### config.mk
export PLATFORM = sky130hd
export DESIGN_NAME = remap_cache_filler
export DESIGN_NICKNAME = d
export VERILOG_FILES = /design/src/rtl/remap_cache_filler_pkg.sv /design/src/rtl/remap_region_ctr.sv /design/src/rtl/remap_cache_filler.sv
export SDC_FILE = /design/constraint.sdc
export NUM_CORES = 1
export LEC_CHECK = 0
export CORE_MARGIN = 2
export CORE_UTILIZATION = 47
export DETAILED_ROUTE_END_ITERATION = 6
export GPL_ROUTABILITY_DRIVEN = 1
export PLACE_DENSITY = 0.74
export RECOVER_POWER = 100
export SLEW_MARGIN = 20
export SYNTH_ARGS = -nofsm -noshare
export SYNTH_HDL_FRONTEND = slang
export SYNTH_HIERARCHICAL = 1
export SYNTH_SLANG_ARGS = --single-unit
### constraint.sdc
create_clock -name i_clk -period 3.4 [get_ports i_clk]
set_input_delay 0.51 -clock i_clk [delete_from_list [all_inputs] [get_ports i_clk]]
set_output_delay 0.51 -clock i_clk [all_outputs]
set_load 0.02 [all_outputs]
### src/rtl/remap_cache_filler_pkg.sv
// Shared sizing defaults and filler FSM encodings for the remap cache write side.
package remap_cache_filler_pkg;

    localparam int LOCAL_ADDR_BW0 = 6;
    localparam int DATA_BW        = 8;
    localparam int VSIZE          = 4;
    localparam int N_ICFG         = 3;

    localparam int CV_BW   = $clog2(VSIZE);
    localparam int HBW     = LOCAL_ADDR_BW0 - CV_BW;
    localparam int OCC_BW  = HBW + 1;
    localparam int ICFG_BW = $clog2(N_ICFG + 1);

    localparam logic [1:0] ST_IDLE  = 2'd0;
    localparam logic [1:0] ST_RUN   = 2'd1;
    localparam logic [1:0] ST_DRAIN = 2'd2;

endpackage

### src/rtl/remap_region_ctr.sv
// Per-config ring region tracker: write pointer with wrap at size-1 and line occupancy.
module remap_region_ctr #(
    parameter int HBW    = remap_cache_filler_pkg::HBW,
    parameter int OCC_BW = HBW + 1
) (
    input  logic              i_clk,
    input  logic              i_rst,
    input  logic              i_clr,
    input  logic              i_inc,
    input  logic              i_dec,
    input  logic [OCC_BW-1:0] i_size,
    output logic [HBW-1:0]    o_wptr,
    output logic              o_full,
    output logic              o_empty,
    output logic              o_uflow
);

    logic [HBW-1:0]    r_wptr;
    logic [OCC_BW-1:0] r_occ;
    logic              w_last;
    logic [HBW-1:0]    w_wptr_nxt;

    assign w_last     = ({1'b0, r_wptr} == (i_size - OCC_BW'(1)));
    assign w_wptr_nxt = w_last ? '0 : r_wptr + HBW'(1);

    assign o_wptr  = r_wptr;
    assign o_full  = (r_occ == i_size);
    assign o_empty = (r_occ == '0);
    // A free against an empty region is dropped; a same-cycle fill cancels the free.
    assign o_uflow = i_dec & ~i_inc & o_empty;

    always_ff @(posedge i_clk) begin
        if (i_rst || i_clr) begin
            r_wptr <= '0;
            r_occ  <= '0;
        end else begin
            if (i_inc)
                r_wptr <= w_wptr_nxt;
            case ({i_inc, i_dec})
                2'b10:   r_occ <= r_occ + OCC_BW'(1);
                2'b01:   if (!o_empty) r_occ <= r_occ - OCC_BW'(1);
                default: r_occ <= r_occ;
            endcase
        end
    end

endmodule

### src/rtl/remap_cache_filler.sv
// DRAM fill beats -> remap cache write strobe, with per-config ring credit tracking.
module remap_cache_filler #(
    parameter int LBW    = remap_cache_filler_pkg::LOCAL_ADDR_BW0,
    parameter int DBW    = remap_cache_filler_pkg::DATA_BW,
    parameter int VSIZE  = remap_cache_filler_pkg::VSIZE,
    parameter int N_ICFG = remap_cache_filler_pkg::N_ICFG,
    localparam int CV_BW   = $clog2(VSIZE),
    localparam int HBW     = LBW - CV_BW,
    localparam int ICFG_BW = $clog2(N_ICFG + 1),
    localparam int OCC_BW  = HBW + 1
) (
    input  logic                             i_clk,
    input  logic                             i_rst,
    input  logic                             i_cfg_dval,
    input  logic [N_ICFG-1:0][HBW-1:0]       i_bofs,
    input  logic [N_ICFG-1:0][OCC_BW-1:0]    i_bsize,
    input  logic                             i_flush,
    input  logic                             dramd_rdy,
    output logic                             dramd_ack,
    input  logic [ICFG_BW-1:0]               i_did,
    input  logic [VSIZE-1:0][DBW-1:0]        i_ddata,
    output logic                             wad_dval,
    output logic [ICFG_BW-1:0]               o_wid,
    output logic [HBW-1:0]                   o_whiaddr,
    output logic [VSIZE-1:0][DBW-1:0]        o_wdata,
    input  logic                             free_dval,
    input  logic [ICFG_BW-1:0]               i_free_id,
    output logic                             o_done,
    output logic                             o_underflow
);

    import remap_cache_filler_pkg::ST_IDLE;
    import remap_cache_filler_pkg::ST_RUN;
    import remap_cache_filler_pkg::ST_DRAIN;

    logic [1:0]                     r_state;
    logic [N_ICFG-1:0][HBW-1:0]     r_bofs;
    logic [N_ICFG-1:0][OCC_BW-1:0]  r_bsize;
    logic                           r_wad;
    logic [ICFG_BW-1:0]             r_wid;
    logic [HBW-1:0]                 r_whiaddr;
    logic [VSIZE-1:0][DBW-1:0]      r_wdata;
    logic                           r_done;
    logic                           r_underflow;

    logic [N_ICFG-1:0][HBW-1:0]     w_wptr;
    logic [N_ICFG-1:0]              w_full;
    logic [N_ICFG-1:0]              w_empty;
    logic [N_ICFG-1:0]              w_uflow;
    logic [N_ICFG-1:0]              w_inc;
    logic [N_ICFG-1:0]              w_dec;
    logic                           w_clr;
    logic                           w_sel_full;
    logic [HBW-1:0]                 w_sel_base;
    logic [HBW-1:0]                 w_sel_wptr;

    assign w_clr = (r_state == ST_IDLE) & i_cfg_dval;

    // Out-of-range ids never match a region, so they look permanently full.
    always_comb begin
        w_sel_full = 1'b1;
        w_sel_base = '0;
        w_sel_wptr = '0;
        for (int k = 0; k < N_ICFG; k++) begin
            if (i_did == ICFG_BW'(k)) begin
                w_sel_full = w_full[k];
                w_sel_base = r_bofs[k];
                w_sel_wptr = w_wptr[k];
            end
        end
    end

    assign dramd_ack = (r_state == ST_RUN) & dramd_rdy & ~w_sel_full;

    for (genvar k = 0; k < N_ICFG; k++) begin : g_region
        assign w_inc[k] = dramd_ack & (i_did == ICFG_BW'(k));
        assign w_dec[k] = free_dval & (r_state != ST_IDLE) & (i_free_id == ICFG_BW'(k));

        remap_region_ctr #(
            .HBW    (HBW),
            .OCC_BW (OCC_BW)
        ) u_ctr (
            .i_clk   (i_clk),
            .i_rst   (i_rst),
            .i_clr   (w_clr),
            .i_inc   (w_inc[k]),
            .i_dec   (w_dec[k]),
            .i_size  (r_bsize[k]),
            .o_wptr  (w_wptr[k]),
            .o_full  (w_full[k]),
            .o_empty (w_empty[k]),
            .o_uflow (w_uflow[k])
        );
    end

    always_ff @(posedge i_clk) begin
        if (i_rst) begin
            r_state     <= ST_IDLE;
            r_bofs      <= '0;
            r_bsize     <= '0;
            r_wad       <= 1'b0;
            r_wid       <= '0;
            r_whiaddr   <= '0;
            r_wdata     <= '0;
            r_done      <= 1'b0;
            r_underflow <= 1'b0;
        end else begin
            r_wad  <= dramd_ack;
            r_done <= 1'b0;
            if (dramd_ack) begin
                r_wid     <= i_did;
                r_whiaddr <= w_sel_base + w_sel_wptr;
                r_wdata   <= i_ddata;
            end
            if (|w_uflow)
                r_underflow <= 1'b1;
            case (r_state)
                ST_IDLE: begin
                    if (i_cfg_dval) begin
                        r_bofs  <= i_bofs;
                        r_bsize <= i_bsize;
                        r_state <= ST_RUN;
                    end
                end
                ST_RUN: begin
                    if (i_flush)
                        r_state <= ST_DRAIN;
                end
                ST_DRAIN: begin
                    // Wait for the last accepted beat's write to leave before idling.
                    if ((&w_empty) && !r_wad) begin
                        r_state <= ST_IDLE;
                        r_done  <= 1'b1;
                    end
                end
                default: r_state <= ST_IDLE;
            endcase
        end
    end

    assign wad_dval    = r_wad;
    assign o_wid       = r_wid;
    assign o_whiaddr   = r_whiaddr;
    assign o_wdata     = r_wdata;
    assign o_done      = r_done;
    assign o_underflow = r_underflow;

endmodule

==> metrics.md, run 1 <==
| Metric | Value |
|---|---|
| Status | completed |
| Setup violations, final | 0 |
| Ys Warns | 6 |
| Worst Setup Path Type | input pin to flip-flop |
| Total chip power | 2.63 mW |
| Initial antenna violation count | 0 |
| Startpoint types | input pin |
| Vias | 5086 |
| Net Sw Frac | 27.3% |
| DRC violations left | 0 |
| Synthesized cell area | 5290 sq um |
| Reg power frac | 45.8% |
| Mapped Cells | 656 |
| Setup Skew | 0.0110 ns |
| Area growth syn-to-layout | 28.1% |
| Post-synth cell types | 52 |
| Most used flip-flop cell after synthesis | dfxtp_1 |
| Worst-path clk slew | 0.07 ns |
| Pin count of the biggest net entering global routing | 51 |
| Final Cycle Share | 94.8% |
| Grt met2 use | 40.1% |
| Synth top area cells | dfxtp_1 37%, a21oi_1 7.5%, nand2_1 5.3% |
| Initial cell density of the core | 48.4% |
| Post-layout util | 62.0% |
| Vias/cell | 5.66 |
| Proportion of synthesized area in mux cells | 2.10% |
| CTS Root Cell | clkbuf_16 |
| Num CTS Buffers | 9 |
| Peak VDD IR | 0.000282 V |
| ANT cells | 0 |
| Int Pwr | 1.92 mW |
| CP top delay family | simple AND/OR/NAND/NOR gates |
| Combinational family with the most area after synthesis | simple AND/OR/NAND/NOR gates |
| Post-Synth Adder-Cell Area | 5.77% |
| XOR/XNOR Fraction of Synth Area | 7.12% |
| Endpoint class of the critical path | flip-flop |
| Max-Cap Viols | 0 |
| Total GRT Usage | 24.0% |
| Max-slew headroom | 28.4% |
| DR WL/cell | 16.0 microns |
| Core Footprint | 10900 sq um |
| Final GP Congestion | 0.924 |
| Tightest Pin Transition | 1.07 ns |
| I/O Buffers | 110 |
| Max Buffers Root-to-Sink | 2 |
| Asr flop ratio synth | 0% |
| Placed cell area | 6490 sq um |
| Yosys top cell by area | dfxtp_1 |
| Fmax | 310 MHz |
| Final hold viol count | 0 |
| Busiest grt layer | met2 |
| Clk pwr share | 38.4% |
| CP dominant cell by count | inv_1 |
| Compound-cell area share of the yosys netlist | 20.6% |
| Post-Synth Simple-Gate Area | 21.0% |
| Synth top cells by count | 97 x dfxtp_1, 79 x a21oi_1, 75 x nand2_1 |
| Worst EP arrival | 3.52 ns |
| Leakage power total | 2.61 nW |
| Num ports | 111 |
| RSZ-0062 raised after global routing | false |
| Total gr overflow | 0 |
| Number of flops mapped to enable cells by yosys | 0 |
| Most common cell in the netlist | dfxtp_1 |
| Die Area | 12100 sq um |
| Psw | 0.719 mW |
| Worst skew pair latency | 0.35 ns |
| Grt met1 use | 30.0% |
| Avg Inst Size Synth | 8.07 sq um |
| Synthesized flop and latch total | 97 |
| Dpl hpwl | 10500 microns |
| Final Max Tran Viols | 0 |
| Die width | 110 microns |
| Placement Rows | 38 |
| Setup repair bufs after CTS | 0 |
| Min-delay worst type | flip-flop to flip-flop |
| First-pass GRT wire length | 22800 microns |
| Largest stage delay, worst path | 0.56 ns |
| Post-Syn Nets | 747 |
| PwrDens | 389 nW/um^2 |
| Vias in the first global route | 4831 |
| Crit-path slowest cell | dlygate4sd3_1 |
| Final #Nets | 845 |
| Comb pwr share | 15.8% |
| Layout cells sized above 1 | 5.80% |
| # fillers | 982 |
| Initial detailed-routing violation count | 426 |
| CTS tree | done |
| CTS Sinks | 97 |
| Sum of buffers and inverters on the critical path | 4 |
| DR pass1 iterations | 5 |
| Register area share after synthesis | 36.7% |
| Post-route minimum period | 3.22 ns |
| Final instance area | 6780 sq um |
| Die Y-Extent | 110 microns |
| Crit-path max FO | 6 |
| GRT met3 Usage | 3.53% |
| Cell Chain, Critical Path | dlygate4sd3_1 > nand2_2 > or2_0 > or3_2 > inv_1 > inv_1 > nand2_1 > inv_1 > ha_1 > a21oi_1 > a21boi_0 > o311ai_0 > and3_1 |
| WP data required | 3.69 ns |
| Setup TNS | 0 ns |
| Share of the synthesized area in the top cell type | 36.7% |
| Wirelength, routed | 14400 microns |
| H-Tree Depth | 3 |
| DRT antenna net count | 0 |
## cell usage in the layout, fill, tap and decap left out, drive strengths merged, types with 3 or more instances in the layout
master,netlist,routed
nor2,18,18
o311ai,3,3
dfxtp,97,97
o211a,6,6
a21o,3,3
and3b,3,3
and3,6,6
xor2,15,15
clkbuf,19,16
nor3,19,19
a21oi,79,79
o211ai,6,6
inv,38,39
ha,18,18
nor4,4,4
o221ai,3,3
nor2b,7,7
clkdlybuf4s50,0,63
o21ai,51,51
nand4b,4,4
or3,5,5
fa,4,4
nand3,47,47
o311a,3,3
o31ai,6,6
or4,3,3
or2,4,4
dlygate4sd3,0,46
buf,22,15
a22o,3,3
a21boi,3,3
a211oi,13,13
nand2,76,76
nand2b,11,11
nand4,9,9
mux2i,10,10
xnor2,28,28
## cells by family after synthesis
family / Yosys count
and+or+nand+nor: 221
xor gates and xnor gates: 43
DFF: 97
muxes: 11
AOI/OAI and AO/OA: 183
adders and majority gates: 22
buffers and inverters: 79
## layer usage
layer  part of all wire (%)  vias up
met2                     49      165
met4                    3.6        0
met1                     43     2374
met5                      0        -
met3                    4.8       40
li1                       -     2507
## power groups by stage
stage                     logic [mW]  registers [mW]  clock network [mW]
after CTS                      0.427            1.21                1.04
after floorplan                0.254            1.24                   0
after detailed placement       0.425            1.23                   0
final                          0.416            1.21                1.01
after global placement         0.414            1.23                   0
after global routing           0.456            1.21                1.08
## cell type report
cell class              instances  area (sq um)  area share, %
multi-input cells             480          3000           44.2
flip-flops and latches         97          1940           28.7
repair buffers                128          1220           17.9
clock buffers                  12           267           3.93
well taps                     140           175           2.58
inverters                      38           143           2.10
clock inverters                 4          33.8          0.498
## worst register-to-register path: cells and delay by family, from the launching register on
kind / cells / cell delay, ns
xor+xnor: 1 / 0.14
fa+ha+maj: 1 / 0.28
buf+inv: 2 / 0.24
compound gates: 4 / 0.75
simple gates: 6 / 0.97
flops: 1 / 0.43
mux: 1 / 0.25
## registers in the layout (all words and copies together) (netlist names), 2 cells and up
register and count:
r_bofs 12, o_wdata 32, r_state 2, o_whiaddr 4, r_bsize 15, g_region.u_ctr/o_wptr 12, o_wid 2, g_region.u_ctr/r_occ 15
## worst paths after layout
| check | from | end | slack, ns | depth (start not counted) |
|---|---|---|---|---|
| min | r_bofs[2]$_SDFFE_PP0P_ | r_bofs[2]$_SDFFE_PP0P_ | 0.46 | 2 |
| min reg2reg | r_bofs[2]$_SDFFE_PP0P_ | r_bofs[2]$_SDFFE_PP0P_ | 0.46 | 2 |
| max reg2reg | g_region[1].u_ctr/r_occ[2]$_SDFFE_PP0P_ | g_region[0].u_ctr/r_occ[3]$_SDFFE_PP0P_ | 0.31 | 15 |
| max | dramd_rdy | g_region[2].u_ctr/r_occ[3]$_SDFFE_PP0P_ | 0.18 | 13 |
## metrics by stage
step / worst slack (ns) / hold WS (ns) / instances
after detailed placement: 0.0154 / 0.451 / 883
final: 0.178 / 0.459 / 899
after global placement: 0.163 / 0.448 / 883
after CTS: 0.222 / 0.463 / 899
after global routing: 0.0101 / 0.486 / 899
after floorplan: 0.474 / 0.436 / 656
## what timing repair did
item / CTS / global route
setup endpoints to repair: 0 / 6
gates resized for setup: 0 / 4
hold buffers: 0 / 0
Note: power is estimated with default switching activity, not from simulation.
==> inputs of run 2 (changes only) <==
--- a/config.mk
+++ b/config.mk
@@ -11,7 +11,7 @@
 export GPL_ROUTABILITY_DRIVEN = 1
 export PLACE_DENSITY = 0.74
 export RECOVER_POWER = 100
-export SLEW_MARGIN = 20
+export SLEW_MARGIN = 15
 export SYNTH_ARGS = -nofsm -noshare
 export SYNTH_HDL_FRONTEND = slang
 export SYNTH_HIERARCHICAL = 1
==> results of run 2 <==
Final layout, timing and power as in run 1 (identical DEF).
==> inputs of run 3 (changes only) <==
--- a/config.mk
+++ b/config.mk
@@ -9,7 +9,7 @@
 export CORE_UTILIZATION = 47
 export DETAILED_ROUTE_END_ITERATION = 6
 export GPL_ROUTABILITY_DRIVEN = 1
-export PLACE_DENSITY = 0.74
+export PLACE_DENSITY = 0.84
 export RECOVER_POWER = 100
 export SLEW_MARGIN = 15
 export SYNTH_ARGS = -nofsm -noshare
==> metrics.md, run 3 (synthesis results as in run 1) <==
| Metric | Value |
|---|---|
| Max-Cap Viols | 1 |
| Pin count of the biggest net entering global routing | 48 |
| WP data required | 2.89 ns |
| Fin worst setup slack | 0.167 ns |
| CTS Sinks | 97 |
| Total chip power | 2.62 mW |
| Core Footprint | 10900 sq um |
| Most common cell after layout, fill and taps aside | dfxtp_1 |
| Post-route minimum period | 3.23 ns |
| Num CTS Buffers | 9 |
| PwrDens | 389 nW/um^2 |
| Final hold viol count | 0 |
| Placement Rows | 38 |
| Layout cells sized above 1 | 5.29% |
| Hold Slack | 0.455 ns |
| Peak VDD IR | 0.000217 V |
| Setup repair bufs after CTS | 0 |
| GRT met3 Usage | 3.64% |
| Final Instance Count excl. Fillers | 896 |
| Min-delay worst type | flip-flop to flip-flop |
| Die width | 110 microns |
| H-Tree Depth | 3 |
| Final Cycle Share | 95.1% |
| Initial cell density of the core | 48.4% |
| CTS tree | done |
| I/O Buffers | 110 |
| Max-slew headroom | -48.7% |
| Initial antenna violation count | 0 |
| Footprint of the multi-input gates | 2990 sq um |
| Num ports | 111 |
| RSZ-0062 raised after global routing | false |
| Worst EP arrival | 2.72 ns |
| Cell depth of the worst hold path | 2 |
| Final #Nets | 842 |
| # fillers | 959 |
| Wirelength, routed | 14700 microns |
| DR pass1 iterations | 5 |
| Worst slack at placement | -0.0513 ns |
| Tightest Pin Transition | 2.23 ns |
| Vias in the first global route | 4985 |
| Most frequent cells in the layout | 97 x dfxtp_1, 79 x a21oi_1, 75 x nand2_1, 66 x clkdlybuf4s50_1, 47 x nand3_1 |
| Startpoint types | flip-flop |
| Die Y-Extent | 110 microns |
| Dpl hpwl | 10700 microns |
| Max reg flops | 32 |
| Endpoint class of the critical path | primary output |
| Final GP Congestion | 0.938 |
| DRC violations left | 0 |
| Grt met2 use | 41.9% |
| Hold buffers post-CTS | 0 |
| Busiest grt layer | met2 |
| DR WL/cell | 16.4 microns |
| DRT antenna net count | 0 |
| Setup Skew | 0.00799 ns |
| Total gr overflow | 0 |
| Post-layout util | 61.6% |
| FF+latch area | 1940 sq um |
| Failing checks | max-capacitance violations, max-slew violations |
| ANT cells | 0 |
| Grt met1 use | 29.2% |
| CTS Root Cell | clkbuf_16 |
| Die Area | 12100 sq um |
| Max Buffers Root-to-Sink | 2 |
| Crit-path max FO | 9 |
| Final Max Tran Viols | 48 |
| Total GRT Usage | 24.4% |
| Worst r2r path cells | 14 |
| Setup violations, final | 0 |
| Vias | 5120 |
| Area growth syn-to-layout | 27.4% |
| Fmax | 309 MHz |
| Cts repair resizes | 0 |
| Inst Count DP | 880 |
| Vias/cell | 5.71 |
| Leakage power total | 2.59 nW |
| First-pass GRT wire length | 23300 microns |
| Worst skew pair latency | 0.35 ns |
| Worst-path clk slew | 0.07 ns |
| Initial detailed-routing violation count | 399 |
| Status | finished with violations |
| Worst Setup Path Type | flip-flop to primary output |
==> run 3: metrics by stage <==
stage / setup TNS, ns / instance area [sq um]
CTS: 0 / 6760
finish: 0 / 6740
global placement: 0 / 6470
floorplan: 0 / 5290
global route: 0 / 6740
detailed placement: -0.0772 / 6470
==> run 3: final cells by class <==
type	instances	area share (%)
clock buffer	10	3.55
clock inverter	6	0.743
inverter	38	2.12
multi-input combinational	480	44.4
sequential	97	28.8
tap	140	2.60
timing repair buffer	125	17.8
==> run 3: worst paths after layout <==
path                                      startpoint                                      end  slack [ns]
min reg2reg                   r_bofs[4]$_SDFFE_PP0P_                   r_bofs[4]$_SDFFE_PP0P_        0.46
max reg2reg  g_region[2].u_ctr/r_occ[0]$_SDFFE_PP0P_  g_region[0].u_ctr/r_occ[3]$_SDFFE_PP0P_        0.24
max          g_region[2].u_ctr/r_occ[0]$_SDFFE_PP0P_                                dramd_ack        0.17
min                           r_bofs[4]$_SDFFE_PP0P_                   r_bofs[4]$_SDFFE_PP0P_        0.46
==> run 3: metal layers <==
metal / part of all wire, % / vias up
met5: 0 / -
li1: - / 2515
met3: 5.0 / 46
met2: 49 / 154
met1: 42 / 2405
met4: 3.8 / 0
==> run 3: power breakdown <==
| group | switching [mW] | total (mW) | internal, mW | leakage (nW) |
|---|---|---|---|---|
| combinational | 0.239 | 0.421 | 0.182 | 1.66 |
| clock | 0.471 | 0.998 | 0.527 | 0.141 |
| sequential | 0.0341 | 1.21 | 1.17 | 0.787 |
| total | 0.744 | 2.62 | 1.88 | 2.59 |
==> run 3: critical path, stage by stage, from the launching register on <==
cell,delay (ns)
dfxtp_1,0.51
xnor2_1,0.17
nand3_1,0.10
nor3_1,0.51
o22ai_2,0.20
nand2_1,0.14
inv_1,0.09
dlygate4sd3_1,0.67
